File: config.mk
export PLATFORM = sky130hd
export DESIGN_NAME = clarvi_serial_lsu
export DESIGN_NICKNAME = d
export VERILOG_FILES = /design/src/rtl/clarvi_serial_lsu.sv
export SDC_FILE = /design/constraint.sdc
export NUM_CORES = 1
export LEC_CHECK = 0
export CORE_AREA = 4 4 186 188
export DETAILED_ROUTE_END_ITERATION = 6
export DIE_AREA = 0 0 190 192
export GPL_TIMING_DRIVEN = 0
export SKIP_CTS_REPAIR_TIMING = 1
export SLEW_MARGIN = 15
export SYNTH_ARGS = -nofsm -noshare
export SYNTH_HDL_FRONTEND = slang
export SYNTH_SLANG_ARGS = --single-unit
File: constraint.sdc
create_clock -name clock -period 3.5 [get_ports clock]
set_input_delay 0.7 -clock clock [delete_from_list [all_inputs] [get_ports clock]]
set_output_delay 0.7 -clock clock [all_outputs]
set_load 0.02 [all_outputs]
File: src/rtl/clarvi_serial_lsu.sv
// Lane-serial load/store unit: accumulates the effective address one LANE slice per
// cycle, sequences lane-wide memory accesses and streams the load result LSB-first.
module clarvi_serial_lsu #(
    parameter int unsigned XLEN            = 64,
    parameter int unsigned LANE            = 8,
    parameter int unsigned DATA_ADDR_WIDTH = 14,
    parameter bit          MISALIGNED_OK   = 1'b1
) (
    input  logic                       clock,
    input  logic                       reset,
    input  logic                       op_valid,
    output logic                       op_ready,
    input  logic                       op_first,
    input  logic                       op_store,
    input  logic [1:0]                 op_width,
    input  logic                       op_unsigned,
    input  logic [LANE-1:0]            op_rs1,
    input  logic [LANE-1:0]            op_rs2,
    input  logic [LANE-1:0]            op_imm,
    output logic [DATA_ADDR_WIDTH-1:0] mem_address,
    output logic                       mem_read,
    output logic                       mem_write,
    output logic [LANE-1:0]            mem_wdata,
    input  logic                       mem_wait,
    input  logic [LANE-1:0]            mem_rdata,
    output logic                       res_valid,
    input  logic                       res_ready,
    output logic [LANE-1:0]            res_data,
    output logic                       res_last,
    output logic                       res_fault,
    output logic                       busy
);
    localparam int unsigned NPARTS = XLEN / LANE;
    localparam int unsigned CW     = $clog2(NPARTS + 1);
    localparam int unsigned IW     = (NPARTS > 1) ? $clog2(NPARTS) : 1;
    localparam int unsigned SW     = LANE + 1;

    typedef enum logic [2:0] {IDLE, ADDR, CHECK, ACCESS, DRAIN, RESP} state_t;

    state_t                        state;
    logic                          st_store;
    logic                          st_unsigned;
    logic [CW-1:0]                 ac;
    logic                          carry;
    logic [NPARTS-1:0][LANE-1:0]   addr_q;
    logic [NPARTS-1:0][LANE-1:0]   sbuf;
    logic [NPARTS-1:0][LANE-1:0]   rbuf;
    logic [CW-1:0]                 part;
    logic [CW-1:0]                 idx;
    logic [CW-1:0]                 beat;
    logic                          rd_pend;
    logic [IW-1:0]                 rd_idx;

    // Number of lane accesses for a B/H/W/D access, at least one, at most a full register.
    function automatic logic [CW-1:0] access_count(input logic [1:0] w);
        int unsigned n;
        n = (32'd8 << w) / LANE;
        if (n < 1) n = 1;
        if (n > NPARTS) n = NPARTS;
        return CW'(n);
    endfunction

    logic            carry_in;
    logic [SW-1:0]   slice_sum;
    logic [XLEN-1:0] addr_flat;
    logic            hi_fault;
    logic            mis_fault;

    assign carry_in  = (state == IDLE) ? 1'b0 : carry;
    assign slice_sum = SW'(op_rs1) + SW'(op_imm) + SW'(carry_in);
    assign addr_flat = addr_q;
    assign hi_fault  = |(addr_flat >> DATA_ADDR_WIDTH);
    assign mis_fault = !MISALIGNED_OK && (|(addr_flat[CW-1:0] & (ac - CW'(1))));

    // Read buffer as it will look once any in-flight response lands this cycle.
    logic [NPARTS-1:0][LANE-1:0] rbuf_view;
    logic [CW-1:0]               nbeat;
    logic [LANE-1:0]             fill;
    logic [LANE-1:0]             nbeat_data;
    logic                        nbeat_last;

    always_comb begin
        rbuf_view = rbuf;
        if (rd_pend) rbuf_view[rd_idx] = mem_rdata;
        nbeat      = (state == RESP) ? beat + CW'(1) : '0;
        fill       = (!st_unsigned && rbuf_view[IW'(ac - CW'(1))][LANE-1]) ? '1 : '0;
        nbeat_data = (nbeat < ac) ? rbuf_view[IW'(nbeat)] : fill;
        nbeat_last = (nbeat == CW'(NPARTS - 1));
    end

    always_ff @(posedge clock) begin
        if (reset) begin
            state       <= IDLE;
            op_ready    <= 1'b1;
            busy        <= 1'b0;
            mem_address <= '0;
            mem_read    <= 1'b0;
            mem_write   <= 1'b0;
            mem_wdata   <= '0;
            res_valid   <= 1'b0;
            res_data    <= '0;
            res_last    <= 1'b0;
            res_fault   <= 1'b0;
            st_store    <= 1'b0;
            st_unsigned <= 1'b0;
            ac          <= '0;
            carry       <= 1'b0;
            addr_q      <= '0;
            sbuf        <= '0;
            rbuf        <= '0;
            part        <= '0;
            idx         <= '0;
            beat        <= '0;
            rd_pend     <= 1'b0;
            rd_idx      <= '0;
        end else begin
            rd_pend <= 1'b0;
            if (rd_pend) rbuf[rd_idx] <= mem_rdata;

            case (state)
                IDLE: begin
                    if (op_valid && op_first) begin
                        st_store    <= op_store;
                        st_unsigned <= op_unsigned;
                        ac          <= access_count(op_width);
                        addr_q[0]   <= slice_sum[LANE-1:0];
                        carry       <= slice_sum[LANE];
                        sbuf[0]     <= op_rs2;
                        part        <= CW'(1);
                        busy        <= 1'b1;
                        if (NPARTS == 1) begin
                            state    <= CHECK;
                            op_ready <= 1'b0;
                        end else begin
                            state <= ADDR;
                        end
                    end
                end

                // op_first here is just another continuation slice
                ADDR: begin
                    if (op_valid) begin
                        addr_q[IW'(part)] <= slice_sum[LANE-1:0];
                        carry             <= slice_sum[LANE];
                        sbuf[IW'(part)]   <= op_rs2;
                        part              <= part + CW'(1);
                        if (part == CW'(NPARTS - 1)) begin
                            state    <= CHECK;
                            op_ready <= 1'b0;
                        end
                    end
                end

                CHECK: begin
                    part <= '0;
                    idx  <= '0;
                    beat <= '0;
                    if (hi_fault || mis_fault) begin
                        state     <= RESP;
                        res_valid <= 1'b1;
                        res_last  <= 1'b1;
                        res_fault <= 1'b1;
                        res_data  <= '0;
                    end else begin
                        state       <= ACCESS;
                        mem_address <= addr_flat[DATA_ADDR_WIDTH-1:0];
                        mem_read    <= !st_store;
                        mem_write   <= st_store;
                        mem_wdata   <= st_store ? sbuf[0] : '0;
                    end
                end

                // Request held stable until the memory drops mem_wait
                ACCESS: begin
                    if (!mem_wait) begin
                        if (mem_read) begin
                            rd_pend <= 1'b1;
                            rd_idx  <= IW'(idx);
                        end
                        if (idx == ac - CW'(1)) begin
                            mem_read  <= 1'b0;
                            mem_write <= 1'b0;
                            mem_wdata <= '0;
                            if (st_store) begin
                                state     <= RESP;
                                res_valid <= 1'b1;
                                res_last  <= 1'b1;
                                res_fault <= 1'b0;
                                res_data  <= '0;
                            end else begin
                                state <= DRAIN;
                            end
                        end else begin
                            idx         <= idx + CW'(1);
                            mem_address <= mem_address + DATA_ADDR_WIDTH'(1);
                            mem_wdata   <= st_store ? sbuf[IW'(idx + CW'(1))] : '0;
                        end
                    end
                end

                DRAIN: begin
                    state     <= RESP;
                    beat      <= '0;
                    res_valid <= 1'b1;
                    res_data  <= nbeat_data;
                    res_last  <= nbeat_last;
                    res_fault <= 1'b0;
                end

                RESP: begin
                    if (res_ready) begin
                        if (res_last) begin
                            state     <= IDLE;
                            res_valid <= 1'b0;
                            res_last  <= 1'b0;
                            res_fault <= 1'b0;
                            res_data  <= '0;
                            op_ready  <= 1'b1;
                            busy      <= 1'b0;
                            beat      <= '0;
                        end else begin
                            beat     <= nbeat;
                            res_data <= nbeat_data;
                            res_last <= nbeat_last;
                        end
                    end
                end

                default: state <= IDLE;
            endcase
        end
    end
endmodule

==> results.cfg <==
[clocking]
cts_sinks = 255
numCtsBuffers = 28
htreeDepth = 1
path_clk_slew_ns = 0.06
cts_tree = yes
clock_path_buffers = 3
cts-root-buf = clkbuf_16
worstSkewPairLatency_ns = 0.55

[power]
finalPower_mw = 7.01
ir_drop_mv = 0.343
p_leak_nw = 4.78
p_per_area_nw_per_um2 = 491

[detailed_routing]
firstDrtPassIters = 6
vias_per_cell = 5.60
num_vias = 11400
wl_met3_mm = 2.58
drt-wirelength-per-cell_um = 19.0
highest_layer = met4
wirelength_mm = 38.7
ant_nets = 0
wl_met2_mm = 18.0
drtIter0Drc = 853
wl_met1_mm = 17.2
drc = 0

[synthesis]
ys_seq_area_frac = 0.423
syn_nets = 1532
synth-xor-area-share = 0.0114
yosys.area_share.simple = 0.242
synth-compound-area-share = 0.197
syn_inst = 1472
synth_edf_count = 0
synth_flop_cell = dfxtp_1
synth-seq-cells = 255
synth.mux.area_fraction = 0.0556
async_reset_ff_frac = 0
yosys_warnings = 0
yosysUniqueCellTypes = 81
synth_top_family_by_area = simple AND/OR/NAND/NOR gates
synthAdderAreaFrac = 0.0199
synth_area_per_cell_um2 = 8.20
syn_area_um2 = 12100

[placed_design]
port_buffers = 62
place_inst = 1982
finalWeightedCongestion = 0.943
place_area_um2 = 13300
hpwl_mm = 28.1

[sta]
fin_worst_skew_ns = 0.0155
whs_ns = 0.439
drv_slew = 0
layout_min_cycle_time_ns = 3.22
hold_viol = 0
setup_viol = 0
max_freq_mhz = 310
slew-limit-headroom = 0.368
grt_setup_unrepaired = false
period_share = 0.921
worst_pin_slew_ns = 0.944

[worst_setup_path]
critPathRequiredTime_ns = 3.96
critPathKind = reg -> reg
end_kind = register
worstPathArrival_ns = 3.69
startpoint_type = register
crit_path_max_fanout = 10

[final_layout]
multiInputGateArea_um2 = 6370
syn_to_final_growth_pct = 18.3
drive_above_1_share = 0.0827
antenna_cells = 0
n_fill_cell = 3319
stdcell_count = 2032
nNetsFinal = 1622
regArea_um2 = 5100
final_area_um2 = 14300

[die]
num_rows = 67
io_pins = 79
die_h_um = 192
dieArea_um2 = 36500
start_util = 0.364
coreArea_um2 = 33100
die-width_um = 190

[hold_path]
hold_class = in -> reg

[grt]
grt.total_usage = 0.207
grt_pass1_vias = 10700
grt_max_degree = 14
grt_remaining_overflow = 0
grt_pass1_wl_mm = 61.1
antenna_found_initial = 0

[status]
status = finished clean

[job]
drv_cap = 0
## layout make-up
class	count	share of cell area
multi-input combinational	1082	0.446
sequential	255	0.358
clock buffer	41	0.0582
timing repair buffer	62	0.0435
tap	448	0.0393
buffer	111	0.0366
clock inverter	11	0.0128
inverter	22	0.00578
## layer usage
| layer | up-vias | GRT usage |
|---|---|---|
| met5 | - | 0 |
| met4 | 0 | 0.0573 |
| met3 | 72 | 0.0298 |
| met2 | 454 | 0.340 |
| met1 | 5403 | 0.287 |
| li1 | 5444 | - |
## state kept, by name, indices dropped and copies added, names as in the netlist, 8 cells and up
signal / cells
mem_wdata: 8
res_data: 8
sbuf: 64
mem_address: 14
rbuf: 64
addr_flat: 64
## synthesized netlist by cell type (15+ instances only)
cell        n  share of area
nand4_1    17         0.0088
a21oi_1   165          0.068
nand3_1    68          0.028
mux4_2     16          0.030
a211oi_1   40          0.025
nor3_1     16         0.0066
clkbuf_1   69          0.021
dfxtp_1   255           0.42
a22oi_1    24          0.015
buf_2      17         0.0071
nand2_1   347           0.11
a221o_1    16          0.013
nor2_1     92          0.029
inv_1      20         0.0062
o211ai_1   19          0.012
a221oi_1   16          0.012
ha_1       16          0.017
o21ai_0    43          0.018
mux2i_1    22          0.018
nor4_1     15         0.0078
## kinds of logic after synthesis
family | Yosys count
AND/OR/NAND/NOR | 633
AO/OA/AOI/OAI | 371
flip-flops | 255
buffers and inverters | 135
multiplexers | 46
adder cells (fa/ha/maj) | 18
XOR/XNOR | 14
## stage by stage
stage	setup slack (ns)	setup TNS (ns)	util
after floorplan	0.366	0	-
final	0.278	0	0.431
after global placement	-0.200	-1.62	0.400
after global routing	0.00566	0	0.431
after CTS	-0.246	-1.80	0.431
after detailed placement	-0.240	-1.96	0.400
## cell usage in the layout (no fill, tap or decap), types with 17 or more instances in the layout
master           count
nand4_1             17
inv_1               20
a21oi_1            165
nand2_1            347
nor2_1              92
o211ai_1            19
clkdlybuf4s50_1     62
clkbuf_16           29
buf_2               17
nand3_1             68
a22oi_1             24
clkbuf_1            73
dfxtp_1            255
mux2i_1             22
o21ai_0             43
a211oi_1            40
## report_power, final
| group | internal, mW | total [mW] | switching, mW |
|---|---|---|---|
| Sequential | 2.97 | 3.03 | 0.0629 |
| Combinational | 0.270 | 0.763 | 0.493 |
| Clock | 2.00 | 3.22 | 1.21 |
| Total | 5.24 | 7.01 | 1.77 |
## critical path: stages, from the launching register on
cell      delay, ns
dfxtp_1        0.33
buf_4          0.18
inv_1          0.15
nand2_1        0.12
nand2_1        0.10
fa_1           0.41
fa_1           0.41
nor2b_1        0.12
o21ai_0        0.11
a21boi_1       0.22
o21a_1         0.16
nor3_1         0.05
or3b_2         0.58
o21ai_0        0.19
## final timing paths
check | start | to | slack [ns] | cells past startpoint
worst max register to register | state[2] | addr_flat[54] | 0.28 | 13
worst min register to register | sbuf[62] | sbuf[62] | 0.45 | 2
worst max-delay path | state[2] | addr_flat[54] | 0.28 | 13
worst min-delay path | mem_rdata[5] | rbuf[29] | 0.44 | 3
Power figures use the tool's default switching activity.
